## config.mk

```make
export PLATFORM = sky130hd
export DESIGN_NAME = display_reader
export DESIGN_NICKNAME = d
export VERILOG_FILES = /design/src/rtl/display_pkg.sv /design/src/rtl/seg_a_bcd.sv /design/src/rtl/display_reader.sv
export SDC_FILE = /design/constraint.sdc
export NUM_CORES = 1
export LEC_CHECK = 0
export BUFFER_PORTS_ARGS = -buffer_cell sky130_fd_sc_hd__buf_2
export CAP_MARGIN = 20
export CORE_UTILIZATION = 35
export DETAILED_ROUTE_END_ITERATION = 8
export HOLD_SLACK_MARGIN = 0.1
export MAX_ROUTING_LAYER = met4
export REMOVE_ABC_BUFFERS = 1
export SLEW_MARGIN = 20
export SYNTH_ARGS = -nofsm -noshare
export SYNTH_HDL_FRONTEND = slang
export SYNTH_HIERARCHICAL = 1
export SYNTH_SLANG_ARGS = --single-unit
```

## constraint.sdc

```tcl
create_clock -name clk -period 5.34 [get_ports clk]
set_clock_uncertainty 0.2 [all_clocks]
set_input_delay 0.267 -clock clk [delete_from_list [all_inputs] [get_ports clk]]
set_output_delay 0.267 -clock clk [all_outputs]
set_load 0.005 [all_outputs]
```

## src/rtl/display_pkg.sv

```systemverilog
// Shared definitions for the seven-segment display reader: digit codes, segment table,
// FSM encoding and the two-digit temperature helper.
package display_pkg;

    localparam logic [3:0] BLANK  = 4'hF;
    localparam logic [3:0] ILEGAL = 4'hE;

    typedef enum logic [1:0] {
        StEspera,
        StEstabilizando,
        StCapturado
    } estado_t;

    // Lit segments {a,b,c,d,e,f,g} for digits 9 (first entry) down to 0 (last entry).
    localparam logic [9:0][6:0] SEG_TABLE = {
        7'b1111011, 7'b1111111, 7'b1110000, 7'b1011111, 7'b1011011,
        7'b0110011, 7'b1111001, 7'b1101101, 7'b0110000, 7'b1111110
    };

    // Blank tens count as zero, but only when the units digit is a real number.
    function automatic logic [6:0] calc_temp(logic [3:0] d1, logic [3:0] d0);
        if (d0 > 4'd9) return 7'd0;
        if (d1 == BLANK) return {3'b000, d0};
        if (d1 > 4'd9) return 7'd0;
        return 7'(d1) * 7'd10 + 7'(d0);
    endfunction

endpackage

```

## src/rtl/seg_a_bcd.sv

```systemverilog
// Combinational decoder from lit segments {a..g} to a digit code, blank or illegal.
module seg_a_bcd
    import display_pkg::*;
(
    input  logic [6:0] seg_i,
    output logic [3:0] code_o,
    output logic       illegal_o
);

    always_comb begin
        code_o    = ILEGAL;
        illegal_o = 1'b1;
        if (seg_i == 7'd0) begin
            code_o    = BLANK;
            illegal_o = 1'b0;
        end else begin
            for (int i = 0; i < 10; i++) begin
                if (seg_i == SEG_TABLE[i]) begin
                    code_o    = 4'(i);
                    illegal_o = 1'b0;
                end
            end
        end
    end

endmodule

```

## src/rtl/display_reader.sv

```systemverilog
// Reads a multiplexed 4-digit seven-segment display back into digit codes, assembling
// complete frames, flagging illegal patterns and detecting loss of scan activity.
module display_reader
    import display_pkg::*;
#(
    parameter int unsigned ESTABLE = 4,
    parameter int unsigned TIMEOUT = 65535
) (
    input  logic        clk,
    input  logic        reset,
    input  logic [3:0]  anodos,
    input  logic [7:0]  catodos,
    output logic [15:0] digitos,
    output logic [6:0]  temp_leida,
    output logic        frame_listo,
    output logic        error_seg,
    output logic        sin_senal
);

    localparam int unsigned CntW = $clog2(ESTABLE + 1);
    localparam int unsigned ToW  = $clog2(TIMEOUT + 1);

    estado_t         state_q, state_d;
    logic [CntW-1:0] cnt_q, cnt_d;
    logic [10:0]     muestra, prev_q;
    logic            valid, go, capture;
    logic [1:0]      sel;
    logic [6:0]      seg_on;
    logic [3:0]      code;
    logic            illegal;
    logic [3:0]      seen_q;
    logic            err_q;
    logic [3:0][3:0] shadow_q;
    logic [ToW-1:0]  to_q;
    logic [15:0]     digitos_q;
    logic [6:0]      temp_q;
    logic            frame_q, error_q, sin_q;
    logic            unused_dp;

    assign muestra   = {anodos, catodos[7:1]};
    assign seg_on    = ~catodos[7:1];
    assign unused_dp = catodos[0];

    always_comb begin
        valid = 1'b1;
        sel   = 2'd0;
        case (anodos)
            4'b1110: sel = 2'd0;
            4'b1101: sel = 2'd1;
            4'b1011: sel = 2'd2;
            4'b0111: sel = 2'd3;
            default: valid = 1'b0;
        endcase
    end

    seg_a_bcd u_dec (
        .seg_i    (seg_on),
        .code_o   (code),
        .illegal_o(illegal)
    );

    always_comb begin
        state_d = state_q;
        cnt_d   = cnt_q;
        go      = 1'b0;
        capture = 1'b0;
        case (state_q)
            StEspera: go = valid;
            StEstabilizando: begin
                if (!valid) begin
                    state_d = StEspera;
                end else if (muestra == prev_q) begin
                    cnt_d = cnt_q + CntW'(1);
                end else begin
                    go = 1'b1;
                end
            end
            StCapturado: begin
                if (muestra != prev_q) begin
                    go = valid;
                    if (!valid) state_d = StEspera;
                end
            end
            default: state_d = StEspera;
        endcase
        if (!valid) cnt_d = '0;
        if (go) begin
            state_d = StEstabilizando;
            cnt_d   = CntW'(1);
        end
        if (state_d == StEstabilizando && cnt_d == CntW'(ESTABLE)) begin
            capture = 1'b1;
            state_d = StCapturado;
        end
    end

    always_ff @(posedge clk or posedge reset) begin
        if (reset) begin
            state_q   <= StEspera;
            cnt_q     <= '0;
            prev_q    <= '0;
            seen_q    <= 4'b0000;
            err_q     <= 1'b0;
            shadow_q  <= {4{BLANK}};
            to_q      <= '0;
            digitos_q <= 16'hFFFF;
            temp_q    <= 7'd0;
            frame_q   <= 1'b0;
            error_q   <= 1'b0;
            sin_q     <= 1'b0;
        end else begin
            state_q <= state_d;
            cnt_q   <= cnt_d;
            prev_q  <= muestra;
            if (capture) shadow_q[sel] <= code;
            // Frame copy reads the old shadows; a same-cycle capture opens the next frame.
            if (seen_q == 4'hF) begin
                digitos_q <= shadow_q;
                temp_q    <= calc_temp(shadow_q[1], shadow_q[0]);
                error_q   <= err_q;
                frame_q   <= 1'b1;
                seen_q    <= capture ? (4'b0001 << sel) : 4'b0000;
                err_q     <= capture & illegal;
            end else begin
                frame_q <= 1'b0;
                if (capture) begin
                    seen_q[sel] <= 1'b1;
                    err_q       <= err_q | illegal;
                end
            end
            if (capture) begin
                to_q  <= '0;
                sin_q <= 1'b0;
            end else if (to_q != ToW'(TIMEOUT)) begin
                to_q <= to_q + ToW'(1);
                if (to_q == ToW'(TIMEOUT - 1)) sin_q <= 1'b1;
            end
        end
    end

    assign digitos     = digitos_q;
    assign temp_leida  = temp_q;
    assign frame_listo = frame_q;
    assign error_seg   = error_q;
    assign sin_senal   = sin_q;

endmodule
```

==> results of run 1 <==
metrics by stage:
stage | area [µm²] | cells | util, %
2_1_floorplan | 4070 | 396 | -
3_3_place_gp | 4450 | 579 | 38.7
3_5_place_dp | 4450 | 579 | 38.7
4_1_cts | 4910 | 607 | 42.7
5_1_grt | 4910 | 607 | 42.7
6_report | 4910 | 607 | 42.7
sequential cells by signal (all words and copies together) (netlist names), 2 cells and up:
signal      flops
shadow_q       16
prev_q         11
temp_leida      7
to_q           16
state_q         2
cnt_q           3
seen_q          4
digitos        16
final timing paths:
kind / from / endpoint / slack (ps) / cells after the start
hold reg to reg: digitos[2]$_DFFE_PP1P_ / digitos[2]$_DFFE_PP1P_ / 250 / 2
setup / recovery: catodos[7] / shadow_q[15]$_DFFE_PP1P_ / 2360 / 8
hold / removal: reset / frame_listo$_DFF_PP0_ / 250 / 3
min in group clk: digitos[2]$_DFFE_PP1P_ / digitos[2]$_DFFE_PP1P_ / 250 / 2
max in group asynchronous: reset / to_q[10]$_DFFE_PP0P_ / 3600 / 4
setup reg to reg: prev_q[6]$_DFF_PP0_ / shadow_q[15]$_DFFE_PP1P_ / 2580 / 6
logic make-up (layout without fill, tap and decap cells):
group           count (synthesis)  after routing  synth area share, %
xor+xnor                       31             31                 6.71
fa+ha+maj                      15             15                 4.87
simple gates                  165            165                 20.0
mux                            19             19                 5.38
compound gates                 61             61                 9.99
buf+inv                        39             94                 4.54
flops                          79             79                 48.5
worst reg2reg max path, stage by stage (launching register included):
cell     delay, ps
dfrtp_1        370
xor2_1         150
nor3_1         510
nand3_4        210
mux2i_1        430
and4_1         480
mux2_4         330
layer usage:
metal	GRT usage, %	wire, µm	part of all wire, %	vias to the layer above
li1	-	-	-	1503
met1	19.5	3930	47	1525
met2	24.3	3940	48	67
met3	3.17	336	4.1	7
met4	3.78	72	0.87	0
met5	-	0	0	-
power by group:
| part | switching, mW | internal [mW] |
|---|---|---|
| Clock | 0.250 | 0.442 |
| Sequential | 0.00809 | 0.609 |
| Combinational | 0.0957 | 0.0598 |
| Total | 0.354 | 1.11 |
layout by cell type (no fill, tap or decap), types with 2 or more instances in the layout:
master / synthesis / final
nand4_1: 12 / 12
ha_1: 13 / 13
nand3_1: 8 / 8
clkbuf_16: 0 / 10
a31oi_1: 2 / 2
or2_2: 2 / 2
bufinv_16: 0 / 2
o21ai_0: 14 / 14
dlygate4sd3_1: 0 / 12
mux2i_1: 4 / 4
a22o_1: 5 / 5
nor3b_1: 2 / 2
a21o_1: 2 / 2
xnor2_1: 9 / 9
clkinv_4: 0 / 2
mux2_4: 4 / 4
xor2_1: 21 / 21
a22oi_1: 2 / 2
and4b_2: 2 / 2
a21oi_1: 17 / 17
dfstp_2: 32 / 32
mux2_2: 11 / 11
nor2b_1: 5 / 5
buf_4: 0 / 2
fa_1: 2 / 2
nand4b_1: 2 / 2
nor2_1: 33 / 33
and2_1: 3 / 3
and3_1: 2 / 2
a21o_2: 2 / 2
buf_2: 4 / 38
nor3_1: 7 / 7
dfrtp_1: 47 / 47
nand2_1: 72 / 72
and4_2: 5 / 5
inv_1: 26 / 25
a211oi_1: 3 / 3
final cells by class:
class	instances	share of cell area (%)
flip-flops and latches	79	41.0
multi-input cells	291	39.8
repair buffers	52	6.62
clock buffers	11	5.17
well taps	143	3.64
inverters	26	1.99
clock inverters	5	1.76
==> metrics.csv, run 1 <==
stage,metric,value,unit
finish,multiInputGateArea,0.00195,mm²
finish,nNetsFinal,488,
placed_design,io_buffers,38,
clock_tree,hold_buffers,12,
critical_path,worst_ep_required_time,5390,ps
floorplanning,rows,39,
clock_tree,worstSkewPairLatency,330,ps
global_routing,grt_max_degree,63,
finish,insertedDiodeCount,0,
synthesis,netlist_top_cells_area,"dfrtp_1 28%, dfstp_2 20%, nand2_1 6.5%, xor2_1 4.4%, ha_1 3.9%",
outcome,violations,DRC,
global_routing,antenna_found_initial,0,
synthesis,synth.top_cells.by_count,"72 x nand2_1, 47 x dfrtp_1, 33 x nor2_1, 32 x dfstp_2, 26 x inv_1",
synthesis,yosysWarnings,6,
job,drv_cap,0,
finish,drive_above_1_share,26.3,%
global_routing,grt_usage,15.1,%
sta,tightest_slew,773,ps
critical_path,path_cells,dlygate4sd3_1 > buf_2 > xor2_1 > nor3_1 > nand3_4 > mux2i_1 > and4_1 > mux2_4,
global_routing,grt-ovfl-total,0,
outcome,status,"finished, violations left",
synthesis,ys.flop_type,dfrtp_1,
drt,drt-total-wl,8280,µm
sta,timing.final.crit_share,55.7,%
critical_path,crit_type,input port to register,
clock_tree,post-cts-setup-buffers,0,
drt,drt_iter0_markers,166,
sta,hold_viol_final,0,
critical_path,path_max_fanout,7,
sta,setup-tns-final,0,ps
critical_path,critPathSlowestCell,dlygate4sd3_1,
floorplanning,die_x,111,µm
synthesis,postSynthCellCount,409,
floorplanning,ios,40,
sta,hold_slack,252,ps
synthesis,synth_top_area_cell,dfrtp_1,
finish,regArea,0.00202,mm²
synthesis,async_flop_share,100,%
sta,fmax,336,MHz
sta,setup_viol,0,
global_routing,grt_pass1_vias,3094,
clock_tree,root_buffer,clkbuf_16,
critical_path,path_buf_inv,2,
critical_path,cp-start-kind,input port,
clock_tree,cts_buffers,9,
worst_hold_path,hp-class,input port to async pin,
drt,viasPerCell,5.11,
clock_tree,max-clock-path-buffers,2,
synthesis,synth.distinct_cells,59,
placed_design,place_congestion,0.815,
floorplanning,core-area,0.0115,mm²
synthesis,seq_area_frac_synth,48.5,%
placed_design,post-place-ws,2590,ps
synthesis,ys_seq_elements,79,
drt,dr.pass1.iters,6,
finish,area_growth,18.1,%
power_and_ir_drop,powerDensity,298,mW/mm²
sta,fin_crit,2980,ps
clock_tree,clock-sinks,79,
sta,relSlewSlack,48.5,%
clock_tree,cts_max_level,3,
critical_path,critPathTopFamily,simple AND/OR/NAND/NOR gates,
sta,slew_viol_final,0,
drt,avgRoutedWirePerCell,13.6,µm
finish,fillCellCount,1117,
clock_tree,ctsResizeCount,0,
power_and_ir_drop,peakVddDrop,183,µV
critical_path,cp.arrival,3030,ps
synthesis,yosysTopAreaCellShare,28.3,%
clock_tree,cts_tree,yes,
floorplanning,die_h,111,µm
power_and_ir_drop,p_total,1.46,mW
critical_path,cp_slowest_stage_delay,530,ps
sta,rsz0062_at_grt,no,
synthesis,synth.most_common_cell,nand2_1,
floorplanning,initial_utilization,36.1,%
floorplanning,die_area,0.0123,mm²
drt,drc,8,
synthesis,synth_area,0.00416,mm²
clock_tree,clk_pin_slew,60,ps
drt,vias,3102,
global_routing,grt_pass1_wl,14700,µm
drt,ant_nets,0,
power_and_ir_drop,p_leak,2.29,nW
sta,setup_slack,2360,ps
synthesis,synthesis.area_per_instance,10.2,µm²
critical_path,endpoint_kind,register,
synthesis,synth-edff-count,0,
placed_design,dp_hpwl,5850,µm
No activity file was read; power rests on OpenSTA's default activity.
==> run 2, diff against run 1 <==
==> constraint.sdc (replaced) <==
create_clock -name clk -period 2.5 [get_ports clk]
set_clock_uncertainty 0.2 [all_clocks]
set_input_delay 0.125 -clock clk [delete_from_list [all_inputs] [get_ports clk]]
set_output_delay 0.125 -clock clk [all_outputs]
set_load 0.005 [all_outputs]
==> metrics.csv, run 2 (synthesis results as in run 1) <==
stage,metric,value,unit
outcome,status,"finished, violations left",
outcome,violations,DRC,
finish,fillCellCount,1089,
critical_path,reg2reg_to,shadow_q[2]$_DFFE_PP1P_,
clock_tree,clock-sinks,79,
finish,nNetsFinal,513,
sta,hold_viol_final,0,
floorplanning,initial_utilization,36.1,%
placed_design,postPlaceCellArea,0.00462,mm²
floorplanning,die_x,111,µm
finish,insertedDiodeCount,0,
sta,fin_crit,2460,ps
floorplanning,ios,40,
job,drv_cap,0,
finish,final_cell_area,0.00521,mm²
global_routing,grt_usage,15.2,%
clock_tree,root_buffer,clkbuf_16,
sta,tightest_slew,470,ps
drt,avgRoutedWirePerCell,14.1,µm
placed_design,io_buffers,38,
drt,dr.pass1.iters,6,
critical_path,r2r_start,state_q[1]$_DFF_PP0_,
sta,fmax,407,MHz
placed_design,place_congestion,0.843,
drt,wl_met3,301,µm
sta,hold_slack,141,ps
clock_tree,cts_tree,yes,
global_routing,grt_pass1_vias,3060,
power_and_ir_drop,p_leak,2.44,nW
global_routing,grt_pass1_wl,14500,µm
sta,relSlewSlack,68.6,%
critical_path,cp-endpoint,shadow_q[2]$_DFFE_PP1P_,
clock_tree,max-clock-path-buffers,2,
finish,final_common_cell,nand2_1,
power_and_ir_drop,peakVddDrop,274,µV
finish,drive_above_1_share,32.9,%
finish,area_growth,25.2,%
floorplanning,die_h,111,µm
sta,slew_viol_final,0,
drt,vias,3153,
power_and_ir_drop,p_total,3.27,mW
drt,drc,8,
drt,routed.top_layer,met4,
clock_tree,cts_max_level,3,
global_routing,antenna_found_initial,0,
placed_design,dp_hpwl,6010,µm
drt,viasPerCell,4.99,
clock_tree,worstSkewPairLatency,330,ps
floorplanning,rows,39,
sta,timing.final.crit_share,98.2,%
global_routing,grt-ovfl-total,0,
sta,rsz0062_at_grt,no,
drt,drt_iter0_markers,171,
sta,setup-tns-final,0,ps
critical_path,endpoint_kind,register,
sta,setup_viol,0,
drt,wl_met1,4200,µm
finish,final_cell_mix,"72 x nand2_1, 45 x dfrtp_1, 37 x buf_2, 32 x nor2_1, 32 x dfstp_2",
floorplanning,die_area,0.0123,mm²
critical_path,reg2reg_slack,40,ps
power_and_ir_drop,powerDensity,628,mW/mm²
critical_path,worstRegToRegCells,10,
critical_path,crit_type,register to register,
drt,wl_met2,4310,µm
critical_path,worst_ep_required_time,2560,ps
critical_path,crit_start,state_q[1]$_DFF_PP0_,
floorplanning,core-area,0.0115,mm²
drt,drt-total-wl,8880,µm
drt,ant_nets,0,
global_routing,grt_max_degree,59,
clock_tree,cts_buffers,9,
critical_path,cp.arrival,2510,ps
clock_tree,clk_pin_slew,60,ps
worst_hold_path,hp-class,input port to register,
critical_path,path_max_fanout,6,
critical_path,cp-start-kind,register,
## run 2: worst min path at each step
stage	start	to	cells after the start
after floorplan	catodos[1]	prev_q[0]$_DFF_PP0_	0
after global placement	reset	frame_listo$_DFF_PP0_	2
after detailed placement	reset	frame_listo$_DFF_PP0_	2
after CTS	anodos[0]	seen_q[2]$_DFFE_PP0P_	5
after global routing	anodos[0]	shadow_q[11]$_DFFE_PP1P_	5
final	anodos[0]	seen_q[2]$_DFFE_PP0P_	5
## run 2: layout make-up
cell class | count | area, µm² | area share (%)
Inverter | 26 | 103 | 1.97
Clock buffer | 9 | 225 | 4.32
Tap cell | 143 | 179 | 3.43
Multi-Input combinational cell | 291 | 2050 | 39.3
Clock inverter | 7 | 103 | 1.97
Sequential cell | 79 | 2020 | 38.8
Timing Repair Buffer | 77 | 532 | 10.2
## run 2: metal layers
layer | GRT usage, % | vias up
li1 | - | 1557
met3 | 3.44 | 4
met4 | 4.14 | 0
met2 | 25.0 | 52
met5 | - | -
met1 | 18.7 | 1540
## run 2: power breakdown
part	leakage (nW)	total, mW	internal (mW)	switching (mW)
clock network	0.159	1.46	0.890	0.568
logic	1.43	0.484	0.227	0.258
registers	0.852	1.33	1.30	0.0249
total	2.44	3.27	2.42	0.850
## run 2: worst max-delay path: stages (launching register included)
cell and delay (ps):
dfrtp_2 470, ha_4 200, buf_4 130, buf_4 120, o311a_1 300, o21ai_0 80, mux2i_1 140, buf_4 170
nand4_1 110, buf_6 130, mux2_2 330
## run 2: per-stage QoR
stage               cells  util (%)  setup WS [ps]
CTS                   628      44.1           10.5
global route          632      45.2           1.08
floorplan             396         -           78.7
finish                632      45.2           44.0
detailed placement    599      40.1          -42.0
global placement      599      40.1           12.4
## run 2: repair_timing
item / CTS / global route
setup buffers: 1 / 5
gates resized for setup: 2 / 26
pin swaps: 2 / 9
endpoints found under the hold margin: 72 / 0
hold buffers: 12 / 0
setup endpoints to repair: 19 / 22
==> run 3, diff against run 2 <==
--- a/config.mk
+++ b/config.mk
@@ -11,6 +11,7 @@
 export DETAILED_ROUTE_END_ITERATION = 8
 export HOLD_SLACK_MARGIN = 0.1
 export MAX_ROUTING_LAYER = met4
+export PLACE_DENSITY_LB_ADDON = 0.1
 export REMOVE_ABC_BUFFERS = 1
 export SLEW_MARGIN = 20
 export SYNTH_ARGS = -nofsm -noshare
==> metrics.csv, run 3 (synthesis results as in run 1) <==
stage,metric,value,unit
power_and_ir_drop,powerDensity,604,mW/mm²
finish,final_cell_area,0.00516,mm²
sta,fmax,399,MHz
finish,final_cell_mix,"72 x nand2_1, 47 x dfrtp_1, 37 x buf_2, 33 x nor2_1, 32 x dfstp_2",
outcome,status,"finished, violations left",
sta,fin_crit,2510,ps
outcome,violations,"DRC, setup timing",
job,drv_cap,0,
placed_design,dp_hpwl,6290,µm
sta,setup-tns-final,-17.1,ps
placed_design,io_buffers,38,
drt,wl_met3,311,µm
drt,drt-total-wl,9030,µm
drt,wl_met2,4340,µm
global_routing,grt_pass1_vias,3222,
floorplanning,initial_utilization,36.1,%
placed_design,postPlaceCellArea,0.00463,mm²
finish,finalNonFillerCells,636,
clock_tree,max-clock-path-buffers,2,
global_routing,grt_usage,16.4,%
finish,insertedDiodeCount,0,
floorplanning,rows,39,
critical_path,cp.arrival,2570,ps
sta,timing.final.crit_share,100,%
drt,viasPerCell,5.01,
critical_path,path_max_fanout,3,
drt,drc,8,
placed_design,place_congestion,0.841,
sta,hold_viol_final,0,
sta,setup_viol,3,
clock_tree,root_buffer,clkbuf_16,
finish,fillCellCount,1124,
drt,wl_met1,4270,µm
drt,ant_nets,0,
worst_hold_path,hp-class,input port to async pin,
finish,area_growth,24.0,%
floorplanning,ios,40,
drt,vias,3185,
global_routing,grt-ovfl-total,0,
global_routing,grt_max_degree,35,
critical_path,worst_ep_required_time,2570,ps
sta,tightest_slew,554,ps
global_routing,grt_pass1_wl,15700,µm
sta,setup_slack,-6.33,ps
floorplanning,die_area,0.0123,mm²
sta,slew_viol_final,0,
critical_path,endpoint_kind,register,
floorplanning,core-area,0.0115,mm²
finish,drive_above_1_share,32.3,%
finish,nNetsFinal,517,
drt,routed.top_layer,met4,
clock_tree,cts_buffers,9,
placed_design,placed_cells,599,
drt,avgRoutedWirePerCell,14.2,µm
sta,relSlewSlack,63.1,%
floorplanning,die_h,111,µm
power_and_ir_drop,peakVddDrop,368,µV
clock_tree,worstSkewPairLatency,340,ps
clock_tree,cts_max_level,3,
clock_tree,clock-sinks,79,
drt,drt_iter0_markers,153,
critical_path,crit_type,register to register,
global_routing,antenna_found_initial,0,
drt,dr.pass1.iters,6,
clock_tree,clk_pin_slew,60,ps
power_and_ir_drop,p_leak,2.44,nW
floorplanning,die_x,111,µm
sta,rsz0062_at_grt,yes,
placed_design,post-place-ws,-41.8,ps
finish,final_common_cell,nand2_1,
critical_path,cp-start-kind,register,
clock_tree,cts_tree,yes,
## run 3: area by class of cell
| class | count | area (µm²) | share of cell area (%) |
|---|---|---|---|
| clock inverters | 4 | 23.8 | 0.461 |
| multi-input cells | 291 | 2000 | 38.7 |
| clock buffers | 12 | 268 | 5.19 |
| inverters | 26 | 98.8 | 1.92 |
| well taps | 143 | 179 | 3.47 |
| flip-flops and latches | 79 | 2020 | 39.1 |
| repair buffers | 81 | 574 | 11.1 |
## run 3: what timing repair did
item,CTS,global route
hold buffers,12,0
setup endpoints to repair,10,26
hold endpoints to repair,68,0
pin swaps,1,11
resized for setup,3,13
buffers inserted,1,9
## run 3: report_power, final
part           internal [mW]  switching (mW)  leakage, nW
logic                  0.232           0.264         1.44
clock network          0.761           0.540        0.149
registers               1.30          0.0196        0.854
## run 3: final timing paths
check	from	to	slack, ps	cells past startpoint
worst max register to register	state_q[0]$_DFF_PP0_	shadow_q[9]$_DFFE_PP1P_	-6	8
worst min-delay path	reset	to_q[0]$_DFFE_PP0P_	160	3
worst max-delay path	state_q[0]$_DFF_PP0_	shadow_q[9]$_DFFE_PP1P_	-6	8
max in group asynchronous	reset	digitos[6]$_DFFE_PP1P_	1220	4
worst min register to register	digitos[1]$_DFFE_PP1P_	digitos[1]$_DFFE_PP1P_	250	2
min in group clk	anodos[0]	seen_q[0]$_DFFE_PP0P_	190	5
## run 3: per-layer routing
metal  vias to the layer above  track usage, %
li1                       1573               -
met1                      1547            20.5
met2                        58            26.4
met3                         7            3.50
met4                         0            5.95
met5                         -               -
## run 3: through the flow
stage | power (mW) | utilization, % | hold WS (ps)
6_report | 3.12 | 44.8 | 159
5_1_grt | 3.26 | 44.8 | 201
4_1_cts | 3.09 | 43.9 | 127
3_5_place_dp | 1.74 | 40.2 | -9.09
3_3_place_gp | 1.73 | 40.2 | -13.4
2_1_floorplan | 1.58 | - | -43.6
## run 3: critical path, cell delays in order, from the launching register on
cell,delay (ps)
dfrtp_1,410
inv_2,120
ha_4,140
nor2_1,60
o41ai_2,440
o211ai_1,230
nor2_1,220
and4_4,280
mux2_2,330
